$ cat src/rtl/spi_bus_arbiter.sv
// Round-robin arbiter sharing one byte-wide SPI master engine among N_REQ requesters.
// Optional transfer watchdog enabled by defining SPI_ARB_TIMEOUT_EN.
module spi_bus_arbiter #(
    parameter int unsigned N_REQ       = 4,
    parameter int unsigned SETUP_CYC   = 2,
    parameter int unsigned GAP_CYC     = 2,
    parameter int unsigned TIMEOUT_CYC = 64
) (
    input  logic               clk,
    input  logic               reset,
    input  logic [N_REQ-1:0]   req,
    input  logic [8*N_REQ-1:0] req_byte,
    input  logic [N_REQ-1:0]   req_last,
    output logic [N_REQ-1:0]   gnt,
    output logic               ack,
    output logic               err,
    output logic [7:0]         rx_byte,
    output logic [N_REQ-1:0]   ss_n,
    output logic               m_start,
    output logic [7:0]         m_tx,
    input  logic               m_done,
    input  logic [7:0]         m_rx
);

    localparam int unsigned IDX_W   = (N_REQ > 1) ? $clog2(N_REQ) : 1;
    localparam int unsigned MAX_SG  = (SETUP_CYC > GAP_CYC) ? SETUP_CYC : GAP_CYC;
    localparam int unsigned CNT_MAX = (MAX_SG > TIMEOUT_CYC) ? MAX_SG : TIMEOUT_CYC;
    localparam int unsigned CNT_W   = $clog2(CNT_MAX + 1);

    typedef enum logic [2:0] {
        IDLE  = 3'd0,
        SETUP = 3'd1,
        START = 3'd2,
        XFER  = 3'd3,
        NEXT  = 3'd4,
        GAP   = 3'd5
    } state_t;

    state_t             state, state_d;
    logic [CNT_W-1:0]   cnt, cnt_d;
    logic [IDX_W-1:0]   ptr, ptr_d;
    logic [IDX_W-1:0]   g, g_d;
    logic               last, last_d;
    logic [N_REQ-1:0]   gnt_d, ss_n_d;
    logic               ack_d, err_d, m_start_d;
    logic [7:0]         m_tx_d, rx_d;
    logic [7:0]         byte_arr [N_REQ];
    logic [IDX_W-1:0]   win;
    logic               found;
    logic               go_gap;

    function automatic logic [CNT_W-1:0] sat_inc(input logic [CNT_W-1:0] v);
        return (&v) ? v : v + CNT_W'(1);
    endfunction

    for (genvar i = 0; i < N_REQ; i++) begin : g_bytes
        assign byte_arr[i] = req_byte[8*i +: 8];
    end

    // First requesting index at or above ptr, wrapping around
    always_comb begin
        int unsigned idx;
        win   = '0;
        found = 1'b0;
        idx   = 0;
        for (int unsigned i = 0; i < N_REQ; i++) begin
            idx = 32'(ptr) + i;
            if (idx >= N_REQ) begin
                idx = idx - N_REQ;
            end
            if (!found && req[IDX_W'(idx)]) begin
                found = 1'b1;
                win   = IDX_W'(idx);
            end
        end
    end

    always_ff @(posedge clk or negedge reset) begin
        if (!reset) begin
            state   <= IDLE;
            cnt     <= '0;
            ptr     <= '0;
            g       <= '0;
            last    <= 1'b0;
            gnt     <= '0;
            ss_n    <= '1;
            ack     <= 1'b0;
            err     <= 1'b0;
            m_start <= 1'b0;
            m_tx    <= 8'h00;
            rx_byte <= 8'h00;
        end else begin
            state   <= state_d;
            cnt     <= cnt_d;
            ptr     <= ptr_d;
            g       <= g_d;
            last    <= last_d;
            gnt     <= gnt_d;
            ss_n    <= ss_n_d;
            ack     <= ack_d;
            err     <= err_d;
            m_start <= m_start_d;
            m_tx    <= m_tx_d;
            rx_byte <= rx_d;
        end
    end

    always_comb begin
        state_d   = state;
        cnt_d     = cnt;
        ptr_d     = ptr;
        g_d       = g;
        last_d    = last;
        gnt_d     = gnt;
        ss_n_d    = ss_n;
        ack_d     = 1'b0;
        err_d     = 1'b0;
        m_start_d = 1'b0;
        m_tx_d    = m_tx;
        rx_d      = rx_byte;
        go_gap    = 1'b0;

        unique case (state)
            IDLE: begin
                if (found) begin
                    g_d     = win;
                    gnt_d   = N_REQ'(1) << win;
                    ss_n_d  = ~(N_REQ'(1) << win);
                    m_tx_d  = byte_arr[win];
                    last_d  = req_last[win];
                    cnt_d   = '0;
                    state_d = SETUP;
                end
            end
            SETUP: begin
                if (cnt >= CNT_W'(SETUP_CYC - 1)) begin
                    cnt_d     = '0;
                    m_start_d = 1'b1;
                    state_d   = START;
                end else begin
                    cnt_d = sat_inc(cnt);
                end
            end
            START: begin
                cnt_d   = '0;
                state_d = XFER;
            end
            XFER: begin
                if (m_done) begin
                    rx_d  = m_rx;
                    ack_d = 1'b1;
                    if (last) begin
                        go_gap = 1'b1;
                    end else begin
                        state_d = NEXT;
                    end
                end
`ifdef SPI_ARB_TIMEOUT_EN
                else if (cnt >= CNT_W'(TIMEOUT_CYC - 1)) begin
                    rx_d   = 8'hFF;
                    ack_d  = 1'b1;
                    err_d  = 1'b1;
                    go_gap = 1'b1;
                end else begin
                    cnt_d = sat_inc(cnt);
                end
`endif
            end
            NEXT: begin
                // The ack cycle itself is skipped so the requester can update req/req_byte
                if (!ack) begin
                    if (req[g]) begin
                        m_tx_d    = byte_arr[g];
                        last_d    = req_last[g];
                        m_start_d = 1'b1;
                        state_d   = START;
                    end else begin
                        go_gap = 1'b1;
                    end
                end
            end
            GAP: begin
                if (cnt >= CNT_W'(GAP_CYC - 1)) begin
                    cnt_d   = '0;
                    state_d = IDLE;
                end else begin
                    cnt_d = sat_inc(cnt);
                end
            end
            default: begin
                state_d = IDLE;
            end
        endcase

        // Release the slave and advance the round-robin pointer past the winner
        if (go_gap) begin
            state_d = GAP;
            cnt_d   = '0;
            gnt_d   = '0;
            ss_n_d  = '1;
            ptr_d   = (g == IDX_W'(N_REQ - 1)) ? '0 : g + IDX_W'(1);
        end
    end

endmodule

$ cat config.mk
export PLATFORM = sky130hd
export DESIGN_NAME = spi_bus_arbiter
export DESIGN_NICKNAME = d
export VERILOG_FILES = /design/src/rtl/spi_bus_arbiter.sv
export SDC_FILE = /design/constraint.sdc
export NUM_CORES = 1
export LEC_CHECK = 0
export ABC_AREA = 1
export BUFFER_PORTS_ARGS = -buffer_cell sky130_fd_sc_hd__buf_2
export CAP_MARGIN = 20
export CORE_ASPECT_RATIO = 1.2
export CORE_MARGIN = 3
export CORE_UTILIZATION = 41
export CTS_BUF_LIST = sky130_fd_sc_hd__clkbuf_16
export CTS_CLUSTER_SIZE = 28
export DETAILED_ROUTE_END_ITERATION = 6
export GPL_ROUTABILITY_DRIVEN = 0
export PLACE_DENSITY = 0.75
export SLEW_MARGIN = 20
export SYNTH_ARGS = -nofsm -noshare
export SYNTH_HDL_FRONTEND = slang
export SYNTH_SLANG_ARGS = --single-unit
$ cat constraint.sdc
create_clock -name clk -period 2.35 [get_ports clk]
set_input_delay 0.47 -clock clk [delete_from_list [all_inputs] [get_ports clk]]
set_output_delay 0.47 -clock clk [all_outputs]
set_load 0.1 [all_outputs]
## Yosys cells after proc, flatten, opt, wreduce, memory -nomap -nowiden

Index checks and enable logic that the tools add are counted.

| operators by class | value |
|---|---|
| add/subtract/negate cells | 9 |
| $mul | 0 |
| div/mod/pow operators | 0 |
| order comparisons | 13 |
| eq/ne operators | 17 |
| shift operators | 1 |
| muxes and demuxes | 72 |
| bitwise logic cells | 3 |
| reductions and logical operators | 19 |

Operator list:

| kind | count |
|---|---|
| $mux W8 | 7 |
| $bmux W8 S2 | 2 |
| $mux W7 | 4 |
| $mux W3 | 8 |
| $mux W4 | 6 |
| $mux W1 | 23 |
| $ne A3 B3 Y1 const B | 7 |
| $pmux W7 S3 | 1 |
| $lt A2 B3 Y1 const B | 6 |
| $mux W2 | 9 |
| $pmux W3 S6 | 1 |
| $pmux W8 S2 | 1 |
| $ge A3 B3 Y1 const B | 5 |
| $bmux W1 S2 | 7 |
| $reduce_and A7 Y1 | 2 |
| $sub A2 B1 Y2 const B | 4 |
| $add A7 B1 Y7 const B | 1 |
| $ge A7 B1 Y1 const B | 1 |
| $add A2 B2 Y3 const B | 2 |
| $eq A3 B2 Y1 const B | 2 |
| $eq A3 B3 Y1 const B | 2 |
| $ne A2 B2 Y1 const B | 3 |
| $not A2 Y3 | 2 |
| $pmux W1 S2 | 3 |
| other kinds (17) | 25 |

| word-level totals | value |
|---|---|
| register bits | 41 |
| bits in latches | 0 |
| bits in writable memories | 0 |
| bits in read-only memories | 0 |
| input port bits | 51 |
| output and inout port bits | 27 |
| word-level logic and storage cells | 145 |
| memories | 0 |

## Depth between registers and ports, before layout

| depth | value |
|---|---|
| depth in word-level cells | 20 |
| depth in mapped cells | 17 |
| depth with buffers taken out | 16 |

## Worst setup path after synthesis

OpenSTA, ideal clock, no wires.

| timing | value |
|---|---|
| path kind | reg2reg |
| start point | register ack |
| end point | register cnt[0] |
| setup time | 0.120 ns |
| data arrival time | 1.740 ns |
| required time | 2.230 ns |
| path slack | 0.489 ns |
| stages on the path, launching flop included | 10 |
| path buffers | 0 |
| clock period less this slack | 1.861 ns |
| path through | dfrtp_1 inv_1 nand3_1 o21ai_2 a21oi_1 nand2_1 nand2_1 inv_1 nor2_1 nor2_1 |

| between the ends | value |
|---|---|
| longest elaborated chain between the ends | 4 |
| elaborated cells between the ends (all ways) | 7 |
| classes of those cells | eq/ne (2); mux (3); reduce/logical (2) |

Ends and longest elaborated chain:

| element | RTL line | text |
|---|---|---|
| start, declared | 15 | `output logic ack,` |
| start signal, assigned | 100 | `ack <= ack_d;` |
| $mux W1 * | 171 | `if (!ack) begin` |
| $pmux W1 S2 * | 123 | `unique case (state)` |
| $ne A4 B4 Y1 (no line), or another cell as far along | -- |  |
| $reduce_and A3 Y1 (no line) | -- |  |
| end signal, assigned | 94 | `cnt <= cnt_d;` |
| end, declared | 40 | `logic [CNT_W-1:0] cnt, cnt_d;` |

Mark *: on every way between the ends. The rest lies on a longest branch, timed or not.
A chain may end at the register's enable or synchronous reset.

## Worst setup path in the final report

| timing | value |
|---|---|
| start point | register ptr[0] |
| end point | register m_tx[5] |

| between the ends | value |
|---|---|
| longest elaborated chain between the ends | 20 |
| elaborated cells between the ends (all ways) | 45 |
| classes of those cells | add/sub (7); order compare (4); eq/ne (1); mux (25); bitwise (1); reduce/logical (7) |

Ends and longest elaborated chain:

| element | RTL line | text |
|---|---|---|
| start, declared | 41 | `logic [IDX_W-1:0] ptr, ptr_d;` |
| start signal, assigned | 95 | `ptr <= ptr_d;` |
| branches (longest 20 deep; another with $add A2 B1 Y3) | -- |  |
| end signal, assigned | 103 | `m_tx <= m_tx_d;` |
| end, declared | 20 | `output logic [7:0] m_tx,` |

Parallel ways; which one is timed is not known. The select of a mux whose other input is x is not followed.

==> metrics.md <==
| Metric | Value |
|---|---|
| Multi-input logic area | 1430 um^2 |
| Bufs on Longest Clock Path | 2 |
| Initial Utilization | 0.4376 |
| # H-tree levels | 2 |
| Setup Slack @ Placement | 0.1254 ns |
| Ant diodes | 0 |
| GRT Util Overall | 0.1948 |
| Final core utilization | 0.5392 |
| Clk_lat worst skew | 0.28 ns |
| Root buf cell | clkbuf_16 |
| WL per Instance | 13.32 um |
| CTS tree | yes |
| Fin cells | 555 |
| Initial antenna violation count | 0 |
| CP Buf/Inv Count | 3 |
| Max-slew violations | 0 |
| Fmax achieved | 462.4 MHz |
| Number of synthesized flops with an enable pin | 0 |
| Final Hold Viols | 0 |
| Worst setup SP type | register |
| WL final | 7394 um |
| Post-synth top cells | nand2_1 (129), inv_1 (43), dfrtp_1 (37) |
| Core area | 6245 um^2 |
| Met1 wire length | 3355 um |
| DP Cell Count | 546 |
| Synth top area cells | dfrtp_1 (34%), nand2_1 (18%), inv_1 (5.9%) |
| Top cell family by delay on the critical path | simple AND/OR/NAND/NOR gates |
| Cell taking the most area after synthesis | dfrtp_1 |
| Area after DPL | 3179 um^2 |
| MaxCap Viol Count | 0 |
| # hold bufs at CTS | 0 |
| CP Class | register to register |
| Distinct cells, synth | 34 |
| Design area | 3367 um^2 |
| CP max FO | 19 |
| Antenna viol nets, final | 0 |
| Die Span Y | 95.43 um |
| Met3 WL | 442 um |
| Syn Nets | 447 |
| 1st-pass router iterations | 4 |
| Clk_skew | 0.007798 ns |
| CTS Sinks | 41 |
| CTS buffer count | 5 |
| Final Net Count | 526 |
| Crit path arrival time | 2.33 ns |
| Top-count cell post-synth | nand2_1 |
| Top Layer Used | met4 |
| Port bufs | 76 |
| Row count | 31 |
| Final Setup Violations | 0 |
| Vias per inst | 5.171 |
| Syn Inst Count | 393 |
| DRT iter0 DRCs | 248 |
| Async S/R FF share, synth | 1.000 |
| Total die area | 7685 um^2 |
| Tcrit/Tclk final | 0.9203 |
| Filler cells | 602 |
| Critical Path Most Common Cell | nand2_1 |
| DRC viols | 0 |
| Worst EP required | 2.52 ns |
| CTS clock-pin slew for the worst setup and hold paths | 0.06 ns |
| Synth-to-Final Area Change | 23.21% |
| IO Count | 78 |
| CP max-delay cell | dfrtp_1 |
| Vias in the first global route | 2,660 |
| Worst-Margin Slew | 0.5350 ns |
| Routed via count | 2,870 |
| Register area share after synthesis | 0.3773 |
| CP Capture Type | register |
| Slew margin rel. | 0.6433 |
| Slowest stage delay, CP | 0.42 ns |
| Flip-flop and latch area | 1031 um^2 |
| Period minus WS final | 2.163 ns |
| Register bit total from synthesis | 41 |
| Die W | 80.53 um |
| Dpl hpwl | 5527 um |
| Met2 wire len | 3503 um |
| Syn avg cell area | 6.953 um^2 |
| CP Cell Sequence | inv_1, nand2_1, nand2_2, inv_1, nand2_1, nand2_1, a21oi_1, nand2_1, nand2_8, inv_1, nand3_1, nand2_1, o21bai_1, nand2_1 |
| Largest net degree at the start of global routing | 38 |
| Most common flop cell mapped by yosys | dfrtp_1 |
| Mapped Area | 2733 um^2 |
| Post-route setup slack | 0.1874 ns |
| Status | finished, final reports clean |
| First-pass GRT wire length | 11,950 um |
| Hold Crit Class | input port to async pin |
| Ratio of cells with drive above 1 in the final layout | 0.2727 |
| Yosys Warn Count | 0 |
| Congestion Overflow GR | 0 |
| Yosys top cell area share | 0.3388 |
sequential cells by signal (all words and copies together), names as in the netlist, 2 cells and up:
register and flops:
g 2, state 3, rx_byte 8, gnt 4, m_tx 8, cnt 7, ss_n 4, ptr 2
logic make-up after synthesis:
kind of cell | synth area share
AND/OR/NAND/NOR | 0.3228
adder cells (fa/ha/maj) | 0.01374
flip-flops | 0.3773
buffers and inverters | 0.1067
AO/OA/AOI/OAI | 0.1781
other | 0.001372
cell usage in the layout (no fill, tap or decap), types with 2 or more instances in the layout:
cell	n
nand3_1	23
o21ai_2	9
o31ai_1	3
o21ai_0	27
buf_4	10
inv_1	44
a31oi_1	9
o221ai_1	2
dfrtp_1	37
a21oi_1	20
nand3_2	4
nor2_1	24
nor4_1	2
nand4_1	3
ha_1	3
buf_2	76
o21ai_1	9
clkbuf_16	5
nand2_1	129
nand2_2	11
inv_2	4
dfstp_2	4
nor2_4	2
stage by stage:
step | setup TNS (ns) | hold WS (ns)
finish | 0 | 0.1628
global route | -0.007010 | 0.2098
CTS | 0 | 0.1760
detailed placement | 0 | 0.4594
global placement | 0 | 0.4586
floorplan | 0 | 0.1744
per-layer routing:
layer  GRT usage  vias to the layer above
li1            -                     1427
met1      0.2672                     1320
met2      0.3149                      112
met3     0.03025                       11
met4     0.06338                        0
met5           0                        -
final cells by class:
class / instances / area share
inverters: 48 / 0.05351
repair buffers: 86 / 0.1353
well taps: 82 / 0.03047
multi-input cells: 290 / 0.4247
clock buffers: 5 / 0.03716
flip-flops and latches: 41 / 0.3062
clock inverters: 3 / 0.01263
worst paths after layout:
kind,start,end,slack [ns],depth (start not counted)
max reg2reg,ptr[0],m_tx[5],0.19,14
min in group clk,m_rx[0],rx_byte[0],0.38,3
max in group asynchronous,reset,ss_n[2],1.56,2
min,reset,rx_byte[6],0.16,1
max,ptr[0],m_tx[5],0.19,14
min reg2reg,rx_byte[2],rx_byte[2],0.47,2
repair_timing:
action,in CTS,in global routing
gates resized for setup,0,1
endpoints found under the setup margin,0,6
hold endpoints to repair,0,0
setup buffers,0,0
Power is left out: the tool's default activity adds up to more than one toggle a clock period on the data nets, which glitch-free logic cannot reach.
